File: src/rtl/debounce_pkg.sv
// rtl/debounce_pkg.sv - shared state encoding and default sizes for the debounce bank
package debounce_pkg;

    typedef enum logic [1:0] {
        IDLE   = 2'b00,
        CHK_HI = 2'b01,
        HIGH   = 2'b11,
        CHK_LO = 2'b10
    } state_t;

    localparam int DEF_NCH   = 4;
    localparam int DEF_CNT_W = 16;

    function automatic logic level_of(input state_t st);
        return (st == HIGH) || (st == CHK_LO);
    endfunction

endpackage

File: src/rtl/debounce_channel.sv
// rtl/debounce_channel.sv - one debounce channel (FSM, counter, pulses)
// DEBOUNCE_BANK_SYNC_EN adds a 2-flop input synchroniser ahead of the FSM
module debounce_channel
    import debounce_pkg::*;
#(
    parameter int CNT_W = DEF_CNT_W
) (
    input  logic             clk,
    input  logic             rst_n,
    input  logic             din,
    input  logic             en,
    input  logic [CNT_W-1:0] limit,
    output logic             deb_out,
    output logic             rise_pulse,
    output logic             fall_pulse
);

    logic s;

`ifdef DEBOUNCE_BANK_SYNC_EN
    logic [1:0] sync_q;

    always_ff @(posedge clk or negedge rst_n) begin
        if (!rst_n) begin
            sync_q <= 2'b00;
        end else begin
            sync_q <= {sync_q[0], din};
        end
    end

    assign s = sync_q[1];
`else
    assign s = din;
`endif

    state_t           state_q, state_d;
    logic [CNT_W-1:0] cnt_q, cnt_d;
    logic             deb_d;

    // Compare uses >= so a limit lowered below cnt commits on the next sample
    always_comb begin
        state_d = state_q;
        cnt_d   = cnt_q;
        if (!en) begin
            state_d = IDLE;
            cnt_d   = '0;
        end else begin
            case (state_q)
                IDLE: begin
                    if (s) begin
                        state_d = CHK_HI;
                        cnt_d   = '0;
                    end
                end
                CHK_HI: begin
                    if (!s) begin
                        state_d = IDLE;
                    end else if (cnt_q >= limit) begin
                        state_d = HIGH;
                    end else begin
                        cnt_d = cnt_q + 1'b1;
                    end
                end
                HIGH: begin
                    if (!s) begin
                        state_d = CHK_LO;
                        cnt_d   = '0;
                    end
                end
                CHK_LO: begin
                    if (s) begin
                        state_d = HIGH;
                    end else if (cnt_q >= limit) begin
                        state_d = IDLE;
                    end else begin
                        cnt_d = cnt_q + 1'b1;
                    end
                end
                default: begin
                    state_d = IDLE;
                    cnt_d   = '0;
                end
            endcase
        end
        deb_d = level_of(state_d);
    end

    // A disable drops the level silently, hence fall is gated by en
    always_ff @(posedge clk or negedge rst_n) begin
        if (!rst_n) begin
            state_q    <= IDLE;
            cnt_q      <= '0;
            deb_out    <= 1'b0;
            rise_pulse <= 1'b0;
            fall_pulse <= 1'b0;
        end else begin
            state_q    <= state_d;
            cnt_q      <= cnt_d;
            deb_out    <= deb_d;
            rise_pulse <= deb_d & ~deb_out;
            fall_pulse <= ~deb_d & deb_out & en;
        end
    end

endmodule

File: src/rtl/debounce_bank.sv
// rtl/debounce_bank.sv - bank of NCH independent debounce channels
// DEBOUNCE_BANK_SYNC_EN enables per-channel input synchronisers
module debounce_bank
    import debounce_pkg::*;
#(
    parameter int NCH   = DEF_NCH,
    parameter int CNT_W = DEF_CNT_W
) (
    input  logic             clk,
    input  logic             rst_n,
    input  logic [NCH-1:0]   din,
    input  logic [NCH-1:0]   ch_en,
    input  logic [CNT_W-1:0] limit,
    output logic [NCH-1:0]   deb_out,
    output logic [NCH-1:0]   rise_pulse,
    output logic [NCH-1:0]   fall_pulse
);

    for (genvar i = 0; i < NCH; i++) begin : g_ch
        debounce_channel #(
            .CNT_W(CNT_W)
        ) u_ch (
            .clk       (clk),
            .rst_n     (rst_n),
            .din       (din[i]),
            .en        (ch_en[i]),
            .limit     (limit),
            .deb_out   (deb_out[i]),
            .rise_pulse(rise_pulse[i]),
            .fall_pulse(fall_pulse[i])
        );
    end

endmodule

File: config.mk
export PLATFORM = sky130hd
export DESIGN_NAME = debounce_bank
export DESIGN_NICKNAME = d
export VERILOG_FILES = /design/src/rtl/debounce_pkg.sv /design/src/rtl/debounce_channel.sv /design/src/rtl/debounce_bank.sv
export SDC_FILE = /design/constraint.sdc
export NUM_CORES = 1
export LEC_CHECK = 0
export ABC_AREA = 1
export CAP_MARGIN = 20
export CORE_MARGIN = 3
export CORE_UTILIZATION = 50
export CTS_CLUSTER_DIAMETER = 150
export DETAILED_ROUTE_END_ITERATION = 10
export PLACE_DENSITY = 0.65
export SYNTH_ARGS = -nofsm -noshare
export SYNTH_HDL_FRONTEND = slang
export SYNTH_SLANG_ARGS = --single-unit
File: constraint.sdc
create_clock -name clk -period 2.3 [get_ports clk]
set_clock_uncertainty 0.15 [all_clocks]
set_input_delay 0.46 -clock clk [delete_from_list [all_inputs] [get_ports clk]]
set_output_delay 0.46 -clock clk [all_outputs]
set_load 0.01 [all_outputs]
==> results <==
- The starting utilization of the core area is 0.5224.
- The count of synthesis-stage warnings from yosys is 0.
- The DRC violation count after routing is 0.
- The total count of max-transition violations in the final report is 0.
- On the final layout, the worst hold slack is 305.2 ps.
- For this block, the via count after detailed routing is 6442.
- The placer's final routability congestion estimate is 0.8537.
- Synthesis inferred 84 register bits.
- The maximum clock frequency is 0.4456 GHz.
- At the later pin of the worst-skew pair, clock insertion delay measures 360 ps.
- In this run, synthesis inferred 0 flip-flops with an integrated enable.
- The worst path arrival time is 2340 ps.
- The number of clock buffers inserted by TritonCTS is 9.
- The total of endpoints with negative setup slack in the final report is 0.
- The die is 125.0 microns tall.
- The data required time at the worst endpoint is 2400 ps.
- The final standard cell count with taps included and fillers excluded is 1230.
- Summed over all layers, the routed wires come to 18060 microns.
- The flow ran to the end, and the final reports show no timing, DRC or antenna violations.
- The sort of element at the start of the critical path is a primary input.
- The number of nets in the synthesized netlist is 1086.
- IR analysis of the VDD net gives a maximum drop of 0.7867 mV.
- The clock drives 84 sinks.
- Together, buffers and inverters on the worst path number 3.
- From left edge to right edge, the die measures 125.0 microns.
- In the synthesized netlist the async set-or-reset flop fraction comes to 1.000.
- The max-slew headroom at the worst pin is 0.6643.
- Compared with the post-synthesis result, the final layout area differs by 24.43%.
- The first-pass iteration count of the detailed router is 5.
- In the final design database the tool counted 1163 nets.
- In this run, the number of DRC markers left after iteration 0 of detailed routing was 342.
- Summing every instance area after synthesis gives 7083 sq um.
- Walking the worst path, the cells encountered are clkdlybuf4s50_1, inv_2, ha_1, nand2_1, o21ai_1, a21oi_2, nand2_2, nand2_2, nand3_4, clkbuf_16, nand2_1, o21ai_1.
- The tool flagged a number of max-cap violations equal to 0.
- The maximum net fanout on the critical path is 13.
- The pin count of the biggest net entering global routing is 36.
- The analysis attributes to cell leakage a power of 4.247 nW.
- After detailed routing, the number of vias per cell comes to 5.237.
- Of the cells placed in the final design, the portion with a size suffix greater than 1 is 0.1879.
- Once detailed placement completed, the half-perimeter wirelength came to 13110 microns.
- TritonCTS built the clock tree.
- The number of global-route vias before repair is 5989.
- The clock period minus worst slack is 2244 ps.
- The transition time at the pin with the least slew margin is 503.5 ps.
- The total core area is 13560 sq um.
- The post-synthesis instance total is 972.
- Of the synthesized area, sequential elements account for 0.2968.
- In the final routed layout, each cell accounts on average for 14.68 microns.
- CTS built an H-tree with a depth of 3.
- The count of buffers added on input and output ports is 37.
- The critical setup path kind is in -> reg.
- On the critical path, the stage with the largest delay is an instance of sky130_fd_sc_hd__clkdlybuf4s50_1.
- The number of antenna-violating nets in the routed design is 0.
- Summed over all layers, the global routing overflow is 0.
- The top-level port count is 38.
- The initialized floorplan defines 42 standard-cell rows.
- Summing all placed instances gives a cell area of 7830 sq um.
- The clock slew seen by the registers of the worst setup and hold paths is 70 ps.
- The final design area excluding fillers is 8813 sq um.
- The family of cells with the greatest summed delay on the critical path is buffers and inverters.
- The largest single stage delay on the critical path is 470 ps.
- The predominant post-synthesis flop cell is sky130_fd_sc_hd__dfrtp_1.
- The first global-routing pass estimated 28490 microns of wire.
- The element type at the critical path end is a register.
- Dividing the synthesized area by the synthesized cell count gives 7.287 sq um.
- The longest clock path from root to sink contains 2 buffers.
- The path class of the lowest-slack min-delay path is reg -> reg.
- Leaving out fill and tap cells, the most frequent cell in the layout is sky130_fd_sc_hd__nand2_1.
- The unique cell type count in the Yosys netlist is 50.
- Dividing the final minimum period by the clock period gives 0.9757.
- The die area is 15630 sq um.
- The initial antenna violation count was 0.
- Leaving out fill and tap cells, the most frequent cells in the layout are sky130_fd_sc_hd__nand2_1, sky130_fd_sc_hd__inv_1, sky130_fd_sc_hd__dfrtp_1.
- In this run the power density over the cells is 701.2 nW/um^2.
- The root buffer selected by CTS is sky130_fd_sc_hd__clkbuf_16.
- The count of inserted antenna diode cells is 0.
- The global-route usage over all layers is 0.2218.
- The cell total after placement is 1206.
- The total count of hold-check failures in the final report is 0.
[timing repair]
action	in CTS	in global routing
buffers inserted	3	1
pin swaps	3	18
resized for setup	17	92
hold buffers	1	0
cloned	0	3
setup endpoints to repair	55	84
hold endpoints to repair	32	0
[through the flow]
step | power [W] | setup WS (ps) | setup TNS, ps | utilization
2_1_floorplan | 0.003578 | 255.8 | 0 | -
3_3_place_gp | 0.004169 | -487.8 | -31290 | 0.5775
3_5_place_dp | 0.004186 | -491.4 | -33140 | 0.5775
4_1_cts | 0.006003 | -31.60 | -131.3 | 0.6101
5_1_grt | 0.006584 | -9.801 | -15.20 | 0.6501
6_report | 0.006180 | 55.96 | 0 | 0.6501
[flip-flops by register name (all words and copies together) (netlist names)]
register,count
g_ch.u_ch.fall_pulse,4
g_ch.u_ch.state_q,8
g_ch.u_ch.rise_pulse,4
g_ch.u_ch.deb_out,4
g_ch.u_ch.cnt_q,64
[metal layers]
metal,share of wire,global-route usage,up-vias,routed length (microns)
li1,-,-,3324,-
met1,0.47,0.2984,2971,8487
met2,0.47,0.3540,117,8530
met3,0.036,0.04733,30,646
met4,0.022,0.08036,0,397
met5,0,0,-,0
[cell families after synthesis]
kind of cell | Yosys count | share of synthesized area
compound gates | 142 | 0.1145
xor+xnor | 24 | 0.02968
flops | 84 | 0.2968
fa+ha+maj | 88 | 0.1555
simple gates | 484 | 0.3052
buf+inv | 150 | 0.09839
[Yosys cell counts, types with 4 or more instances]
library cell,number,area share
sky130_fd_sc_hd__nor2_2,5,0.0044
sky130_fd_sc_hd__buf_4,14,0.015
sky130_fd_sc_hd__nand2_2,21,0.019
sky130_fd_sc_hd__o21ai_1,29,0.020
sky130_fd_sc_hd__nand2_1,259,0.14
sky130_fd_sc_hd__nor3_2,5,0.0071
sky130_fd_sc_hd__nand3_1,54,0.038
sky130_fd_sc_hd__nor3b_1,4,0.0042
sky130_fd_sc_hd__buf_6,5,0.0079
sky130_fd_sc_hd__nor2_1,83,0.044
sky130_fd_sc_hd__o21ai_0,26,0.018
sky130_fd_sc_hd__ha_1,88,0.16
sky130_fd_sc_hd__o21ai_2,6,0.0074
sky130_fd_sc_hd__nor3_1,22,0.016
sky130_fd_sc_hd__a21oi_1,56,0.040
sky130_fd_sc_hd__inv_1,118,0.063
sky130_fd_sc_hd__nand4_1,14,0.012
sky130_fd_sc_hd__nand2_4,4,0.0064
sky130_fd_sc_hd__o31ai_1,4,0.0042
sky130_fd_sc_hd__xor2_1,21,0.026
sky130_fd_sc_hd__dfrtp_1,84,0.30
[report_power, final]
group	internal, W	switching, W	leakage [nW]
Combinational	0.00103	0.00156	2.92
Clock	0.00112	0.000616	0.173
Sequential	0.00167	0.000184	1.16
Total	0.00382	0.00236	4.25
[cell type report]
cell class              count  area (sq um)
well taps                 176         220.2
flip-flops and latches     84          2102
inverters                 124         515.5
clock buffers              12         256.5
repair buffers             91         880.8
clock inverters             4         95.09
fillers                  1177          4745
multi-input cells         739          4743
[worst paths after layout]
kind                            slack [ps]                      end                  start  cells past startpoint
worst max-delay path                    60   g_ch[3].u_ch.cnt_q[12]              limit[10]                     12
worst min-delay path                   310  g_ch[2].u_ch.rise_pulse   g_ch[2].u_ch.deb_out                      1
worst max register to register         200   g_ch[3].u_ch.cnt_q[12]  g_ch[3].u_ch.cnt_q[5]                     11
worst min register to register         310  g_ch[2].u_ch.rise_pulse   g_ch[2].u_ch.deb_out                      1
max in group asynchronous              970   g_ch[2].u_ch.cnt_q[10]                  rst_n                      3
min in group asynchronous              460    g_ch[3].u_ch.cnt_q[7]                  rst_n                      2
Power figures use the tool's default switching activity.
